File: src/rtl/hex_echo.sv
// Purpose: accumulates ASCII hex digits from a byte stream and, on CR or LF, echoes "=<hex>\r\n" (or "?\r\n").
// Latency: the first response byte is valid on the cycle after the terminator is accepted, then one byte per accepted cycle.
// Backpressure: the response holds while in_ready_i=0; input is refused (out_ready_o=0) for the whole response.
//
// Ports:
//   clk_1mhz, rstn          clock, asynchronous active-low reset
//   out_data_i/_valid_i     host-to-device byte stream (out_ready_o = accept)
//   in_data_o/_valid_o      device-to-host response stream (in_ready_i = accept)
//   value_o                 last committed value, zero-extended to 32 bits
//   busy_o                  response in progress
module hex_echo #(
  parameter int DIGITS = 8
) (
  input  logic        clk_1mhz,
  input  logic        rstn,
  input  logic [7:0]  out_data_i,
  input  logic        out_valid_i,
  output logic        out_ready_o,
  output logic [7:0]  in_data_o,
  output logic        in_valid_o,
  input  logic        in_ready_i,
  output logic [31:0] value_o,
  output logic        busy_o
);

  localparam int         AW       = 4 * DIGITS;
  localparam logic [2:0] LAST_IDX = 3'(DIGITS - 1);
  localparam logic [3:0] MAX_CNT  = 4'(DIGITS);

  typedef enum logic [2:0] {RX, TX_HDR, TX_DIG, TX_CR, TX_LF} state_t;

  state_t        state, state_nxt;
  logic [AW-1:0] acc;
  logic [AW-1:0] value_r;
  logic [3:0]    cnt;
  logic          err;
  logic [2:0]    idx;
  logic          run;      // holds out_ready_o low until the first edge after reset release

  logic          rx_xfer, tx_xfer;
  logic          is_hex, is_term;
  logic [3:0]    nib;
  logic [31:0]   value32;
  logic [2:0]    sh;
  logic [3:0]    dig;

  assign rx_xfer = out_valid_i && out_ready_o;
  assign tx_xfer = in_valid_o && in_ready_i;
  assign is_term = (out_data_i == 8'h0D) || (out_data_i == 8'h0A);
  assign value32 = 32'(value_r);
  assign value_o = value32;

  // ASCII hex decode of the incoming byte
  always_comb begin
    is_hex = 1'b0;
    nib    = 4'h0;
    if (out_data_i >= 8'h30 && out_data_i <= 8'h39) begin
      is_hex = 1'b1;
      nib    = 4'(out_data_i - 8'h30);
    end else if (out_data_i >= 8'h41 && out_data_i <= 8'h46) begin
      is_hex = 1'b1;
      nib    = 4'(out_data_i - 8'h37);
    end else if (out_data_i >= 8'h61 && out_data_i <= 8'h66) begin
      is_hex = 1'b1;
      nib    = 4'(out_data_i - 8'h57);
    end
  end

  // Digit idx 0 is the most significant nibble of the committed value
  assign sh  = LAST_IDX - idx;
  assign dig = 4'(value32 >> {sh, 2'b00});

  // State register
  always_ff @(posedge clk_1mhz or negedge rstn) begin
    if (!rstn) state <= RX;
    else       state <= state_nxt;
  end

  // Next-state logic
  always_comb begin
    state_nxt = state;
    case (state)
      RX:     if (rx_xfer && is_term && (err || cnt != 4'd0)) state_nxt = TX_HDR;
      TX_HDR: if (tx_xfer) state_nxt = err ? TX_CR : TX_DIG;
      TX_DIG: if (tx_xfer && idx == LAST_IDX) state_nxt = TX_CR;
      TX_CR:  if (tx_xfer) state_nxt = TX_LF;
      TX_LF:  if (tx_xfer) state_nxt = RX;
      default: state_nxt = RX;
    endcase
  end

  // Outputs; all decoded from state so reset clears them asynchronously
  always_comb begin
    out_ready_o = run && (state == RX);
    in_valid_o  = (state != RX);
    busy_o      = (state != RX);
    in_data_o   = 8'h00;
    case (state)
      TX_HDR: in_data_o = err ? 8'h3F : 8'h3D;
      TX_DIG: in_data_o = (dig < 4'd10) ? (8'h30 + {4'h0, dig}) : (8'h37 + {4'h0, dig});
      TX_CR:  in_data_o = 8'h0D;
      TX_LF:  in_data_o = 8'h0A;
      default: in_data_o = 8'h00;
    endcase
  end

  // Datapath: accumulator, digit count, error flag, committed value, digit index
  always_ff @(posedge clk_1mhz or negedge rstn) begin
    if (!rstn) begin
      acc     <= '0;
      value_r <= '0;
      cnt     <= 4'd0;
      err     <= 1'b0;
      idx     <= 3'd0;
      run     <= 1'b0;
    end else begin
      run <= 1'b1;
      case (state)
        RX: begin
          if (rx_xfer) begin
            if (is_term) begin
              if (!err && cnt != 4'd0) value_r <= acc;
            end else if (is_hex) begin
              // After an error, digits are swallowed until the terminator
              if (!err) begin
                acc <= AW'({acc, nib});
                if (cnt != MAX_CNT) cnt <= cnt + 4'd1;
              end
            end else begin
              err <= 1'b1;
            end
          end
        end
        TX_HDR: idx <= 3'd0;
        TX_DIG: if (tx_xfer) idx <= idx + 3'd1;
        TX_LF: begin
          if (tx_xfer) begin
            acc <= '0;
            cnt <= 4'd0;
            err <= 1'b0;
          end
        end
        default: ;
      endcase
    end
  end

endmodule

File: config.mk
export PLATFORM = sky130hd
export DESIGN_NAME = hex_echo
export DESIGN_NICKNAME = d
export VERILOG_FILES = /design/src/rtl/hex_echo.sv
export SDC_FILE = /design/constraint.sdc
export NUM_CORES = 1
export LEC_CHECK = 0
export ABC_AREA = 1
export CORE_ASPECT_RATIO = 0.75
export CORE_MARGIN = 2
export CORE_UTILIZATION = 60
export DETAILED_ROUTE_END_ITERATION = 10
export DONT_BUFFER_PORTS = 1
export PLACE_DENSITY_LB_ADDON = 0.25
export SYNTH_ARGS = -nofsm -noshare
export SYNTH_HDL_FRONTEND = slang
export SYNTH_SLANG_ARGS = --single-unit
File: constraint.sdc
create_clock -name clk_1mhz -period 2.2 [get_ports clk_1mhz]
set_input_delay 0.55 -clock clk_1mhz [delete_from_list [all_inputs] [get_ports clk_1mhz]]
set_output_delay 0.55 -clock clk_1mhz [all_outputs]
set_load 0.005 [all_outputs]
==> impl_metrics.ini <==
[grt]
grt_max_degree = 77
grt-ovfl-total = 0
grt_pass1_wl_mm = 15.5
antenna_found_initial = 0
grt_usage_pct = 27.2
grt_pass1_vias = 3203

[final_layout]
area_delta_synth_final_pct = 12.7
final_common_cell = nand2_1
nFillCells = 483
drive_above_1_share_pct = 16.2
final_cell_mix = nand2_1 (122), dfrtp_1 (74), inv_1 (58)
fin_nets = 534
n_antenna_cell = 0

[timing]
hold_violations = 76
holdWs_ns = -0.113
tns_ns = -1.94
finalSetupViolCount = 7
slew-limit-headroom_pct = 65.9
finalCritPeriodShare_pct = 117
skew_ns = 0.00821
rsz0062_at_grt = true
max_freq_mhz = 387
worst_pin_slew_ns = 0.510
min_period_ns = 2.58
setup_ws_ns = -0.385
drv_slew = 0

[routing]
post-route-drc-count = 0
drt_iter0_markers = 349
routed_via_density = 5.66
detail-route-antenna-nets = 0
routed_wl_mm = 9.61
via_count = 3383
dr.pass1.iters = 5
wl_per_cell_um = 16.1

[synthesis]
postSynthAreaPerCell_um2 = 7.86
ys_seq_area_share_pct = 48.4
netlist_instances = 500
synth_top_area_share_pct = 48.4
netlist_area_mm2 = 0.00393
synth_edf_count = 0
syn_nets = 521
ys_types = 30
synth_warnings = 0
yosysTopAreaCell = dfrtp_1
synth.area.top_cells = dfrtp_1 (48%), nand2_1 (13%), nand3_1 (7.8%)
ys_ff_latch = 76
async_flop_share_pct = 100
synth_flop_cell = dfrtp_1

[worst_setup_path]
critPathLaunch = idx[0]
crit_required_ns = 1.65
critPathLaunchType = flip-flop
cp_max_fo = 6
ff2ff_setup_slack_ns = 0.28
critPathCaptureType = output port
r2r_cells = 9
critical_path_class = reg -> out
rr_startpoint = cnt[0]
crit_arrival_ns = 2.03

[floorplan]
core_area_mm2 = 0.00632
start_util_pct = 62.2
fp.dieH_um = 74.1
dieArea_mm2 = 0.00722
ios = 55
rows = 25
die_w_um = 97.5

[pwr]
ir_drop_mv = 0.609
p_leak_nw = 2.26
power_mw = 5.31
power.density_mw_per_mm2 = 1200

[clock_tree]
cts_tree = done
ctsRootBufferMaster = clkbuf_8
clk_path_buf_depth = 2
cts_sinks = 76
cts.clk_slew.worst_paths_ns = 0.08
cts_max_level = 3
cts_buffers = 9
clk_latency_ns = 0.35

[placement]
portBuffers = 0
gp_congestion = 0.960
dp_hpwl_mm = 6.52

[hold_path]
worstHoldPathType = in -> async

[run_status]
failed_checks = hold timing, setup timing
status = finished with violations

[flow_run]
max_cap_violations = 0
-- critical path, cell delays in order, from the launching register on --
cell and delay (ns):
dfrtp_2 0.44, buf_6 0.14, nor2_1 0.10, nor2_1 0.04
o21ai_0 0.12, nand2_1 0.15, nand2_2 0.09, nand2_2 0.07
inv_2 0.08, ha_4 0.14, nand2_1 0.06, nand3_1 0.07
nand2_1 0.06, nand2_1 0.05, nand2_1 0.06
-- layer usage --
metal	GRT usage, %	vias to the layer above	wire length [µm]
met5	0	-	0
met4	6.17	0	76
met3	8.27	11	744
met2	44.4	142	4540
met1	36.8	1619	4250
li1	-	1611	-
-- cells in the mapped netlist (5+ instances only) --
library cell,count
nand2_1,131
buf_2,6
inv_1,61
o21ai_0,56
ha_1,9
nor2_1,37
clkbuf_1,7
nand3_1,61
inv_2,5
a21oi_1,12
nor2_4,5
dfrtp_1,76
-- flip-flops by register name, indices dropped and copies added, names as in the netlist --
signal	flops
acc	32
cnt	4
err	1
idx	3
run	1
state	3
value_o	32
-- timing repair --
action,CTS,global route
setup buffers,5,4
endpoints found under the hold margin,76,76
pin swaps,10,8
setup endpoints to repair,7,7
gates resized for setup,24,16
cloned,0,0
-- per-stage QoR --
step	cell area [µm²]	std cells	hold WS, ns	setup slack, ns	utilization [%]
5_1_grt	4430	598	-0.140	-0.443	70.1
3_5_place_dp	4030	574	0.256	-0.0161	63.8
6_report	4430	598	-0.113	-0.385	70.1
4_1_cts	4350	594	-0.126	-0.266	68.8
2_1_floorplan	3930	500	0.254	0.118	-
3_3_place_gp	4030	574	0.256	0.104	63.8
-- power breakdown --
part / internal [mW] / total (mW) / switching (mW)
Sequential: 1.70 / 1.95 / 0.252
Clock: 0.641 / 1.16 / 0.520
Combinational: 0.781 / 2.20 / 1.42
Total: 3.12 / 5.31 / 2.19
-- final timing paths --
kind | end
max | in_data_o[2]
min | value_o[10]
max reg2reg | value_o[1]
min reg2reg | acc[21]
max in group asynchronous | idx[0]
min in group clk_1mhz | state[0]
-- cells by family after synthesis --
logic type / count (synthesis) / synth area share [%]
other cells: 2 / 0.191
fa+ha+maj: 9 / 2.87
xor+xnor: 2 / 0.446
compound gates: 73 / 9.68
buf+inv: 88 / 9.74
simple gates: 246 / 27.3
flops: 76 / 48.4
mux: 4 / 1.43
-- area by class of cell --
| class | instances | area (µm²) | area share, % |
|---|---|---|---|
| clock inverter | 5 | 86.3 | 1.95 |
| multi-input combinational | 336 | 1750 | 39.5 |
| clock buffer | 10 | 128 | 2.88 |
| tap | 81 | 101 | 2.29 |
| inverter | 67 | 254 | 5.73 |
| sequential | 76 | 1900 | 43.0 |
| timing repair buffer | 23 | 205 | 4.63 |
Power figures use the tool's default switching activity.
